===== src/rtl/bsg_rx.sv =====
// BSG modulated-link receiver: slices the sample stream into symbols, Gray-decodes
// each frame into ping-pong data registers. Optional BSG_RX_MAJORITY_EN: 2-of-3 voting.
module bsg_rx #(
  parameter int         SPS    = 8,
  parameter logic [7:0] THRESH = 8'd128
) (
  input  logic       G_CLK_RX,
  input  logic       reset,
  input  logic [7:0] IN,
  input  logic       RX_ENABLE,
  input  logic       INTMSK,
  input  logic       INT_CLR,
  output logic [7:0] RX_DATA_1,
  output logic [7:0] RX_DATA_2,
  output logic [7:0] RX_CONTROL,
  output logic       rx_valid,
  output logic       IRQ
);

  typedef enum logic [1:0] {IDLE, START, DATA, STOP} state_t;

  localparam int CW = $clog2(SPS + 1);
`ifdef BSG_RX_MAJORITY_EN
  // Voting delays every decision by one sample, so the first one lands at mid+1.
  localparam logic [CW-1:0] START_CNT = CW'(SPS / 2);
`else
  localparam logic [CW-1:0] START_CNT = CW'(SPS / 2 - 1);
`endif
  localparam logic [CW-1:0] SYM_CNT = CW'(SPS - 1);

  state_t          state_q, state_d;
  logic [CW-1:0]   cnt_q, cnt_d;
  logic [2:0]      bitcnt_q, bitcnt_d;
  logic [7:0]      shift_q, shift_d;
  logic [7:0]      data1_q, data1_d;
  logic [7:0]      data2_q, data2_d;
  logic            slot_q, slot_d;
  logic            intflag_q, intflag_d;
  logic            ferr_q, ferr_d;
  logic            ovr_q, ovr_d;
  logic            valid_q, valid_d;
  logic            irq_q, irq_d;

  logic            cmp;
  logic            sym;
  logic            tick;
  logic            good;
  logic            bad;

  function automatic logic [7:0] gray_to_bin(input logic [7:0] g);
    logic [7:0] b;
    b[7] = g[7];
    for (int i = 6; i >= 0; i--) begin
      b[i] = b[i+1] ^ g[i];
    end
    return b;
  endfunction

  assign cmp = (IN >= THRESH);

`ifdef BSG_RX_MAJORITY_EN
  logic [1:0] hist_q, hist_d;
  assign hist_d = {hist_q[0], cmp};
  assign sym    = (hist_q[1] & hist_q[0]) | (hist_q[1] & cmp) | (hist_q[0] & cmp);
`else
  assign sym = cmp;
`endif

  assign tick = (state_q == START) ? (cnt_q == START_CNT) : (cnt_q == SYM_CNT);
  assign good = (state_q == STOP) && tick && RX_ENABLE && !sym;
  assign bad  = (state_q == STOP) && tick && RX_ENABLE && sym;

  // State and datapath registers
  always_ff @(posedge G_CLK_RX or negedge reset) begin
    if (!reset) begin
      state_q   <= IDLE;
      cnt_q     <= '0;
      bitcnt_q  <= '0;
      shift_q   <= '0;
      data1_q   <= '0;
      data2_q   <= '0;
      slot_q    <= 1'b0;
      intflag_q <= 1'b0;
      ferr_q    <= 1'b0;
      ovr_q     <= 1'b0;
      valid_q   <= 1'b0;
      irq_q     <= 1'b0;
`ifdef BSG_RX_MAJORITY_EN
      hist_q    <= '0;
`endif
    end else begin
      state_q   <= state_d;
      cnt_q     <= cnt_d;
      bitcnt_q  <= bitcnt_d;
      shift_q   <= shift_d;
      data1_q   <= data1_d;
      data2_q   <= data2_d;
      slot_q    <= slot_d;
      intflag_q <= intflag_d;
      ferr_q    <= ferr_d;
      ovr_q     <= ovr_d;
      valid_q   <= valid_d;
      irq_q     <= irq_d;
`ifdef BSG_RX_MAJORITY_EN
      hist_q    <= hist_d;
`endif
    end
  end

  // Next-state logic
  always_comb begin
    state_d = state_q;
    case (state_q)
      IDLE:    if (cmp) state_d = START;
      START:   if (tick) state_d = sym ? DATA : IDLE;
      DATA:    if (tick && bitcnt_q == 3'd7) state_d = STOP;
      STOP:    if (tick) state_d = IDLE;
      default: state_d = IDLE;
    endcase
    if (!RX_ENABLE) state_d = IDLE;
  end

  // Datapath and flag updates
  always_comb begin
    cnt_d    = (state_q == IDLE || tick) ? '0 : cnt_q + 1'b1;
    bitcnt_d = bitcnt_q;
    shift_d  = shift_q;
    if (state_q == START) bitcnt_d = '0;
    if (state_q == DATA && tick) begin
      bitcnt_d = bitcnt_q + 3'd1;
      shift_d  = {shift_q[6:0], sym};
    end

    data1_d = data1_q;
    data2_d = data2_q;
    slot_d  = slot_q;
    if (good) begin
      if (slot_q) data2_d = gray_to_bin(shift_q);
      else        data1_d = gray_to_bin(shift_q);
      slot_d = ~slot_q;
    end
    valid_d = good;

    // A set in the same cycle as INT_CLR takes priority over the clear.
    intflag_d = (good || bad)          ? 1'b1 : (INT_CLR ? 1'b0 : intflag_q);
    ferr_d    = bad                    ? 1'b1 : (INT_CLR ? 1'b0 : ferr_q);
    ovr_d     = (good && intflag_q)    ? 1'b1 : (INT_CLR ? 1'b0 : ovr_q);
    irq_d     = intflag_q & INTMSK;
  end

  assign RX_DATA_1  = data1_q;
  assign RX_DATA_2  = data2_q;
  assign rx_valid   = valid_q;
  assign IRQ        = irq_q;
  assign RX_CONTROL = {1'b0, slot_q, ovr_q, ferr_q, (state_q != IDLE), intflag_q, INTMSK, RX_ENABLE};

endmodule


===== config.mk =====
export PLATFORM = sky130hd
export DESIGN_NAME = bsg_rx
export DESIGN_NICKNAME = d
export VERILOG_FILES = /design/src/rtl/bsg_rx.sv
export SDC_FILE = /design/constraint.sdc
export NUM_CORES = 1
export LEC_CHECK = 0
export CAP_MARGIN = 40
export CORE_ASPECT_RATIO = 2
export CORE_UTILIZATION = 56
export CTS_BUF_LIST = sky130_fd_sc_hd__clkbuf_8
export CTS_CLUSTER_SIZE = 10
export DETAILED_ROUTE_END_ITERATION = 8
export HOLD_SLACK_MARGIN = 0.08
export PLACE_DENSITY = 0.86
export SYNTH_ARGS = -nofsm -noshare
export SYNTH_HDL_FRONTEND = slang
export SYNTH_SLANG_ARGS = --single-unit

===== constraint.sdc =====
create_clock -name G_CLK_RX -period 5.6 [get_ports G_CLK_RX]
set_input_delay 0.56 -clock G_CLK_RX [delete_from_list [all_inputs] [get_ports G_CLK_RX]]
set_output_delay 0.56 -clock G_CLK_RX [all_outputs]
set_load 0.05 [all_outputs]

==> out/results.tsv, run 1 <==
stage	metric	value	unit
sta	Final Cycle Share	44.6	%
final_layout	Ant. Diodes	0	
drt	Initial DRC Count	24	
pwr	Max VDD drop	0.000232	V
run	max cap viols	0	
logic_synthesis	Warnings, synthesis	0	
drt	via density per instance	5.64	
drt	DRC viols	0	
clock_network	CTS Sinks	39	
logic_synthesis	Avg Cell Area, Syn	13.1	um^2
clock_network	CTS clk-pin slew, worst paths	0.07	ns
global_routing	largest net degree at the start of global routing	40	
global_routing	total congestion overflow	0	
clock_network	Worst-Skew Late Latency	0.29	ns
drt	first drt pass iteration count	4	
logic_synthesis	Synth Register Bits	39	
setup_path	CP Max Fanout	4	
setup_path	Worst path most repeated cell	clkdlybuf4s50_1	
clock_network	Resized Gates After CTS	0	
logic_synthesis	Mapped Cells	137	
sta	final hold vios	0	
setup_path	Crit Path Class	primary input to primary output	
placement	dpl ws	2.97	ns
setup_path	Startpoint Class	primary input	
outcome	status	finished clean	
sta	RSZ-0062 raised after global routing	false	
final_layout	commonest non-fill, non-tap cell in the layout	dfrtp_1	
placement	final estimated routing congestion in global placement	0.739	
floorplan	Std-Cell Rows	28	
final_layout	most frequent cells in the layout	dfrtp_1 (39), clkdlybuf4s50_1 (29), mux2_2 (24), nand3_1 (9)	
drt	via count	1083	
drt	Routed Antenna Nets	0	
floorplan	IO Pins	39	
drt	routed wire length per instance	15.7	um
sta	Slew @ Worst Pin	0.829	ns
setup_path	Crit path arrival time	1.94	ns
setup_path	CP peak stage delay	0.83	ns
pwr	leakage	1.07	nW
global_routing	via count of the first global-routing pass	1123	
logic_synthesis	synth unique cells	29	
floorplan	Starting Density	59.8	%
global_routing	first-pass GRT wire length	5170	um
clock_network	H-tree levels	2	
logic_synthesis	Seq/Total Area, Yosys	54.2	%
setup_path	Critical Path Sink Type	primary output	
setup_path	delay-heaviest family, CP	buffers and inverters	
sta	Max-slew headroom	44.8	%
final_layout	Final nets	177	
floorplan	die area	3460	um^2
clock_network	CTS root buf	clkbuf_8	
placement	DP HPWL	2230	um
logic_synthesis	Post-Syn Area	1800	um^2
global_routing	Total GRT Usage	20.3	%
clock_network	hold_buf cts	0	
logic_synthesis	Synth Flop Type	dfrtp_1	
logic_synthesis	asr flop ratio synth	100	%
clock_network	TritonCTS clock tree	done	
floorplan	Die Y	82.2	um
floorplan	core area	3010	um^2
setup_path	Cell Chain, Critical Path	clkdlybuf4s50_1 > clkdlybuf4s50_1	
sta	Slew Viols, Final	0	
setup_path	required time worst endpoint	5.04	ns
pwr	Power Total	547	uW
sta	clk_skew	0.00617	ns
placement	IO buf count	30	
clock_network	clock buffer count from CTS	5	
clock_network	Clock Tree Buf Depth	2	
setup_path	CP bufs+invs	2	
sta	Final Setup Violations	0	
sta	Period minus WS final	2.50	ns
clock_network	Post-CTS Setup Bufs	0	
drt	WL final	3010	um
sta	Max Freq	0.400	GHz
final_layout	P&R area growth vs syn	19.7	%
global_routing	initial antenna violation count	0	
min_path	min-delay worst type	primary input to asynchronous set/reset pin	
sta	worst setup margin	3.10	ns
setup_path	crit path max-delay cell type	clkdlybuf4s50_1	
sta	setup TNS	0	ns
floorplan	die width	42.1	um
final_layout	share of cells above drive strength 1	22.8	%
logic_synthesis	syn_nets	153	
pwr	cell area power density	254	nW/um^2
logic_synthesis	Post-synth EDFFs	0	
==> path summary, 6_finish.rpt <==
| kind | slack (ns) | cells after the start | startpoint | endpoint |
|---|---|---|---|---|
| worst min register to register | 0.48 | 1 | cnt_q[0] | cnt_q[0] |
| worst max register to register | 3.38 | 5 | cnt_q[0] | RX_DATA_2[2] |
| min in group G_CLK_RX | 0.48 | 1 | cnt_q[0] | cnt_q[0] |
| max in group asynchronous | 4.71 | 1 | reset | shift_q[4] |
| worst max-delay path | 3.10 | 2 | RX_ENABLE | RX_CONTROL[0] |
| worst min-delay path | 0.37 | 1 | reset | cnt_q[2] |
==> metal layers <==
metal  track usage (%)  up-vias  share of wire [%]
li1                  -      506                  -
met1              19.3      546                 34
met2              39.7       23                 61
met3              4.13        8                2.9
met4              10.9        0                2.3
met5                 0        -                  0
==> metrics by stage <==
stage | instances | instance area (um^2) | hold slack (ns) | util (%)
final | 192 | 2160 | 0.367 | 71.6
after detailed placement | 184 | 2040 | 0.462 | 67.6
after floorplan | 137 | 1800 | 0.264 | -
after global placement | 184 | 2040 | 0.448 | 67.6
after CTS | 192 | 2160 | 0.396 | 71.6
after global routing | 192 | 2160 | 0.436 | 71.6
==> registers in the layout, indices dropped and copies added (netlist names) <==
name,cells
shift_q,8
rx_valid,1
cnt_q,4
RX_DATA_1,8
ovr_q,1
slot_q,1
bitcnt_q,3
RX_DATA_2,8
ferr_q,1
state_q,2
intflag_q,1
IRQ,1
==> synthesized netlist by cell type, types with 3 or more instances <==
cell type	number	area, um^2
nor2_1	5	18.8
o21ai_0	5	25.0
xnor2_1	7	61.3
xor2_1	7	61.3
inv_1	4	15.0
a21oi_1	3	15.0
mux2_2	24	270
dfrtp_1	39	976
ha_1	3	37.5
buf_4	7	52.6
buf_2	3	15.0
nand3_1	9	45.0
==> cell type report <==
type | count | area [um^2]
fillers | 217 | 857
multi-input cells | 81 | 714
clock buffers | 6 | 82.6
repair buffers | 30 | 295
flip-flops and latches | 39 | 976
inverters | 4 | 15.0
well taps | 30 | 37.5
clock inverters | 2 | 35.0
==> kinds of logic after synthesis <==
logic type / Yosys count / share of synthesized area (%)
flip-flops: 39 / 54.2
multiplexers: 26 / 16.1
AND/OR/NAND/NOR: 23 / 6.67
XOR/XNOR: 17 / 11.0
buffers and inverters: 17 / 6.12
AO/OA/AOI/OAI: 11 / 3.61
adder cells (fa/ha/maj): 3 / 2.09
other: 1 / 0.208
==> power by group <==
group / switching (mW) / internal, mW / total [mW]
clock: 0.0934 / 0.144 / 0.237
sequential: 0.00277 / 0.283 / 0.286
combinational: 0.0164 / 0.00730 / 0.0237
No activity file was read; power rests on OpenSTA's default activity.
==> run 2, diff against run 1 <==
CORE_UTILIZATION = 47   (was 56)
PLACE_DENSITY = 0.77   (was 0.86)
clock period = 2.1 ns   (was 5.6 ns; I/O delays follow)
==> run 2 against run 1 <==
Effect of this change: sequential cell count is the same; total power grew 140%; critical path depth grew 2; die area grew 18%; first-iteration DRC count shrank 25%; sequential power grew to 2.7 times the previous value; largest power group unchanged; highest routed layer unchanged.
==> out/results.tsv, run 2 (synthesized netlist as in run 1, its figures left out) <==
stage	metric	value	unit	change
sta	RSZ-0062 raised after global routing	false		
setup_path	CP Max Fanout	4		unchanged
final_layout	Filler cells	326		+50%
pwr	leakage	1.09	nW	+1.7%
sta	Slew @ Worst Pin	0.843	ns	+0.0150 ns
global_routing	largest net degree at the start of global routing	40		unchanged
sta	clk_skew	0.00782	ns	+0.00165 ns
setup_path	Critical Path Sink Type	flop		
sta	Period minus WS final	1.92	ns	
final_layout	share of cells above drive strength 1	25.9	%	+3.1 points
clock_network	Worst-Skew Late Latency	0.29	ns	about the same
setup_path	Startpoint Class	flop		
setup_path	CP peak stage delay	0.55	ns	-0.28 ns
final_layout	P&R area growth vs syn	21.1	%	
drt	Initial DRC Count	18		-25%
sta	setup TNS	0	ns	unchanged
clock_network	H-tree levels	2		unchanged
final_layout	Finished Cell Area	2180	um^2	+1.2%
global_routing	total congestion overflow	0		unchanged
setup_path	Worst Setup EP	RX_DATA_2[1]		
min_path	min-delay worst type	flop to flop		
sta	Max Freq	0.520	GHz	
placement	DP HPWL	2330	um	+4.3%
placement	IO buf count	30		unchanged
final_layout	most frequent cells in the layout	dfrtp_1 (38), clkdlybuf4s50_1 (27), mux2_2 (24), nand3_1 (9)		
setup_path	reg2reg path depth	4		-1
drt	via count	1103		+1.8%
drt	Routed Antenna Nets	0		unchanged
pwr	Max VDD drop	0.000604	V	+160%
drt	via density per instance	5.13		-9.0%
clock_network	Clock Tree Buf Depth	2		unchanged
sta	final hold vios	0		unchanged
floorplan	Std-Cell Rows	31		+11%
run	max cap viols	0		unchanged
floorplan	IO Pins	39		unchanged
drt	routed wire length per instance	14.3	um	-8.7%
setup_path	Crit Path Class	flop to flop		
final_layout	Final nets	181		+2.3%
clock_network	TritonCTS clock tree	done		
setup_path	required time worst endpoint	2.28	ns	-2.76 ns
sta	Final Cycle Share	91.5	%	
setup_path	Cell Chain, Critical Path	xor3_2 > xnor2_4 > xnor3_1 > mux2_2		
setup_path	Setup crit start	shift_q[6]		
sta	Slew Viols, Final	0		unchanged
setup_path	r2r setup slk	0.18	ns	-3.20 ns
sta	worst hold slack	0.486	ns	+0.119 ns
final_layout	commonest non-fill, non-tap cell in the layout	dfrtp_1		
pwr	cell area power density	599	nW/um^2	+140%
clock_network	CTS clk-pin slew, worst paths	0.07	ns	about the same
sta	Final Setup Violations	0		unchanged
clock_network	Post-CTS Setup Bufs	0		unchanged
setup_path	Crit Reg-Reg Startpoint	shift_q[6]		
setup_path	crit path max-delay cell type	xor3_2		
sta	Max-slew headroom	43.8	%	-1.0 points
setup_path	Reg-to-Reg End	RX_DATA_2[1]		
floorplan	die area	4100	um^2	+18%
drt	first drt pass iteration count	4		unchanged
pwr	Power Total	1.31	mW	+140%
floorplan	Starting Density	49.4	%	-10 points
floorplan	Die Y	89.5	um	+8.9%
clock_network	CTS Sinks	39		unchanged
placement	final estimated routing congestion in global placement	0.691		-6.5%
global_routing	initial antenna violation count	0		unchanged
drt	DRC viols	0		unchanged
clock_network	clock buffer count from CTS	5		unchanged
final_layout	Ant. Diodes	0		unchanged
floorplan	die width	45.8	um	+8.7%
global_routing	first-pass GRT wire length	5220	um	+1.1%
setup_path	Crit path arrival time	2.10	ns	+0.16 ns
outcome	status	finished clean		
clock_network	CTS root buf	clkbuf_8		
floorplan	core area	3650	um^2	+21%
final_layout	Post-Layout Cell Count	215		+12%
placement	Inst Count DP	206		+12%
placement	DP Area	2080	um^2	+2.1%
global_routing	Total GRT Usage	18.1	%	-2.2 points
global_routing	via count of the first global-routing pass	1152		+2.6%
drt	WL final	3080	um	+2.3%
-- run 2: cell types whose count changed in the layout (fill, tap and decap cells not counted), sizes merged --
cell	delta
buf	+4
clkdlybuf4s50	-2
clkinv	+2
bufinv	-1
clkbuf	-1
dlygate4sd3	+1
dlymetal6s2s	+1
-- run 2: worst min-delay path by stage --
stage	from	endpoint	slack, ns	depth (start not counted)
detailed placement	reset	cnt_q[1]	0.36	1
CTS	cnt_q[0]	cnt_q[0]	0.49	1
finish	cnt_q[0]	cnt_q[0]	0.49	1
floorplan	reset	IRQ	-0.09	0
global route	cnt_q[0]	cnt_q[0]	0.51	1
global placement	reset	ferr_q	0.35	1
-- run 2: power by group --
group          total, mW  leakage, nW  internal [mW]  switching [mW]
clock network      0.476       0.0477          0.227           0.249
logic             0.0661        0.498         0.0212          0.0450
registers          0.764        0.541          0.756         0.00770
-- run 2: cell type report --
class | count | area, um^2 | share of cell area, %
Tap cell | 49 | 61.3 | 2.81
Sequential cell | 39 | 977 | 44.8
Inverter | 4 | 15.0 | 0.688
Timing Repair Buffer | 34 | 328 | 15.0
Clock inverter | 3 | 15.0 | 0.688
Clock buffer | 5 | 68.8 | 3.16
Multi-Input combinational cell | 81 | 716 | 32.8
-- run 2: repair_timing --
action	in CTS	in global routing
resized for setup	0	3
endpoints found under the setup margin	0	5
endpoints found under the hold margin	39	0
hold buffers	1	0
-- run 2: critical path, delay by kind of cell, from the launching register on --
kind	cells	cell delay [ns]
XOR/XNOR	3	1.13
flip-flops	1	0.41
multiplexers	1	0.27
-- run 2: metrics by stage --
stage	util (%)	setup slack (ns)
floorplan	-	0.255
global placement	57.1	0.115
detailed placement	57.1	0.0788
CTS	59.7	0.0338
global route	59.8	0.000280
finish	59.8	0.178
-- run 2: layer usage --
metal / global-route usage (%) / vias up / wire length [um]
met1: 18.6 / 561 / 1060
met2: 32.7 / 27 / 1880
met4: 8.82 / 0 / 58
met3: 4.24 / 5 / 90
met5: 0 / - / 0
li1: - / 510 / -
==> run 3, diff against run 2 <==
CELL_PAD_IN_SITES_DETAIL_PLACEMENT = 1   (was unset)
CELL_PAD_IN_SITES_GLOBAL_PLACEMENT = 1   (was unset)
CORE_UTILIZATION = 38   (was 47)
==> run 3 against run 2 <==
Effect of this change: worst hold slack worse by 0.25 ns; total power grew 2.7%; clock skew is 0.0056 ns lower; sequential cell count unchanged; largest cell class unchanged; core utilization fell by 11 points; critical path depth unchanged; register-to-register slack worse by 0.02 ns; via count up 1.0%.
==> out/results.tsv, run 3 (synthesized netlist as in run 1, its figures left out) <==
stage	metric	value	unit	change
global_routing	via count of the first global-routing pass	1232		+6.9%
final_layout	Filler cells	490		+50%
clock_network	CTS root buf	clkbuf_8		
setup_path	CP peak stage delay	0.55	ns	about the same
setup_path	CP bufs+invs	0		unchanged
global_routing	first-pass GRT wire length	5890	um	+13%
placement	dpl ws	0.0649	ns	-0.0139 ns
clock_network	Worst-Skew Late Latency	0.29	ns	about the same
setup_path	r2r setup slk	0.16	ns	-0.02 ns
drt	Routed Antenna Nets	0		unchanged
drt	via density per instance	5.00		-2.6%
sta	worst setup margin	0.156	ns	-0.0218 ns
clock_network	Clock Tree Buf Depth	2		unchanged
setup_path	Crit Path Class	flop to flop		
clock_network	CTS Sinks	39		unchanged
drt	Initial DRC Count	9		-9
floorplan	core area	4550	um^2	+25%
placement	Inst Count DP	214		+3.9%
sta	Max-slew headroom	66.3	%	+23 points
placement	final estimated routing congestion in global placement	0.703		+1.7%
pwr	sequential share of power	56.9	%	-1.6 points
setup_path	Cell Chain, Critical Path	xor3_2 > xnor2_4 > xnor3_1 > mux2_2		
setup_path	delay-heaviest family, CP	XOR/XNOR gates		
clock_network	clock buffer count from CTS	5		unchanged
final_layout	Ant. Diodes	0		unchanged
min_path	min-delay worst type	primary input to asynchronous set/reset pin		
setup_path	Startpoint Class	flop		
drt	first drt pass iteration count	4		unchanged
pwr	Combinational Power Share	5.3	%	+0.2 points
clock_network	Post-CTS Setup Bufs	0		unchanged
drt	DRC viols	0		unchanged
sta	Period minus WS final	1.94	ns	+0.0218 ns
final_layout	Post-Layout Cell Count	223		+3.7%
pwr	Max VDD drop	0.000459	V	-24%
floorplan	IO Pins	39		unchanged
drt	WL final	3360	um	+9.2%
sta	RSZ-0062 raised after global routing	false		
floorplan	Std-Cell Rows	35		+13%
floorplan	die area	5030	um^2	+23%
setup_path	Critical Path Sink Type	flop		
floorplan	die width	50.7	um	+11%
final_layout	P&R area growth vs syn	24.7	%	
placement	IO buf count	30		unchanged
final_layout	commonest non-fill, non-tap cell in the layout	dfrtp_1		
floorplan	Starting Density	39.5	%	-9.8 points
setup_path	Crit path arrival time	2.12	ns	+0.02 ns
sta	Max Freq	0.514	GHz	-1.1%
global_routing	total congestion overflow	0		unchanged
sta	Slew Viols, Final	0		unchanged
global_routing	Total GRT Usage	15.7	%	-2.4 points
final_layout	share of cells above drive strength 1	26.8	%	+0.88 points
floorplan	Die Y	99.3	um	+11%
placement	DP HPWL	2540	um	+9.0%
pwr	leakage	1.11	nW	+2.1%
global_routing	largest net degree at the start of global routing	40		unchanged
setup_path	crit path max-delay cell type	xor3_2		
final_layout	Final nets	184		+1.7%
clock_network	H-tree levels	2		unchanged
sta	Final Setup Violations	0		unchanged
drt	via count	1114		+1.0%
pwr	cell area power density	598	nW/um^2	-0.19%
sta	Slew @ Worst Pin	0.504	ns	-0.340 ns
pwr	Net Sw Power	302	uW	+0.22%
drt	routed wire length per instance	15.1	um	+5.2%
run	max cap viols	0		unchanged
pwr	sw frac	22.5	%	-0.56 points
sta	final hold vios	0		unchanged
outcome	status	finished clean		
global_routing	initial antenna violation count	0		unchanged
clock_network	CTS clk-pin slew, worst paths	0.07	ns	about the same
sta	setup TNS	0	ns	unchanged
sta	Final Cycle Share	92.6	%	+1.0 points
setup_path	required time worst endpoint	2.28	ns	about the same
setup_path	CP Max Fanout	4		unchanged
pwr	Clock Power Share	37.8	%	+1.4 points
clock_network	TritonCTS clock tree	done		
pwr	Int Pwr	1.04	mW	+3.5%
final_layout	most frequent cells in the layout	dfrtp_1 (39), clkdlybuf4s50_1 (27), mux2_2 (24), nand3_1 (9)		
sta	clk_skew	0.00227	ns	-0.00555 ns
-- run 3: layout make-up --
type,instances,area [um^2],share of cell area (%)
clock buffers,6,82.6,3.68
clock inverters,1,5.00,0.223
inverters,4,15.0,0.669
multi-input cells,81,722,32.2
flip-flops and latches,39,976,43.5
well taps,55,68.8,3.07
repair buffers,37,375,16.7
-- run 3: final timing paths --
check	endpoint	cells past startpoint	from
worst max-delay path	RX_DATA_2[1]	4	shift_q[6]
worst min-delay path	RX_DATA_2[3]	2	reset
worst max register to register	RX_DATA_2[1]	4	shift_q[6]
worst min register to register	cnt_q[0]	1	cnt_q[0]
max in group asynchronous	RX_DATA_2[5]	3	reset
min in group G_CLK_RX	cnt_q[0]	1	cnt_q[0]
-- run 3: layer usage --
layer  global-route usage [%]  part of all wire [%]
met5                        0                     0
met4                     7.05                   2.1
met3                     2.75                   2.6
met2                     28.5                    60
met1                     17.3                    36
-- run 3: repair_timing --
action,CTS,global route
setup endpoints to repair,0,17
hold endpoints to repair,39,0
resized for setup,0,3
hold buffers,1,0
-- run 3: per-stage QoR --
step                hold WS, ns  util (%)  instance area (um^2)  power (mW)
floorplan               -0.0856         -                  1800       0.811
global placement          0.355      46.5                  2120       0.842
detailed placement        0.378      46.5                  2120       0.845
CTS                       0.468      48.6                  2210        1.36
global route              0.240      49.3                  2240        1.39
finish                    0.239      49.3                  2240        1.34
-- run 3: power by group through the flow --
stage          Sequential, mW  Combinational, mW  Clock (mW)
3_5_place_dp            0.778             0.0678           0
5_1_grt                 0.764             0.0787       0.547
2_1_floorplan           0.773             0.0383           0
6_report                0.763             0.0714       0.507
3_3_place_gp            0.777             0.0642           0
4_1_cts                 0.763             0.0691       0.529
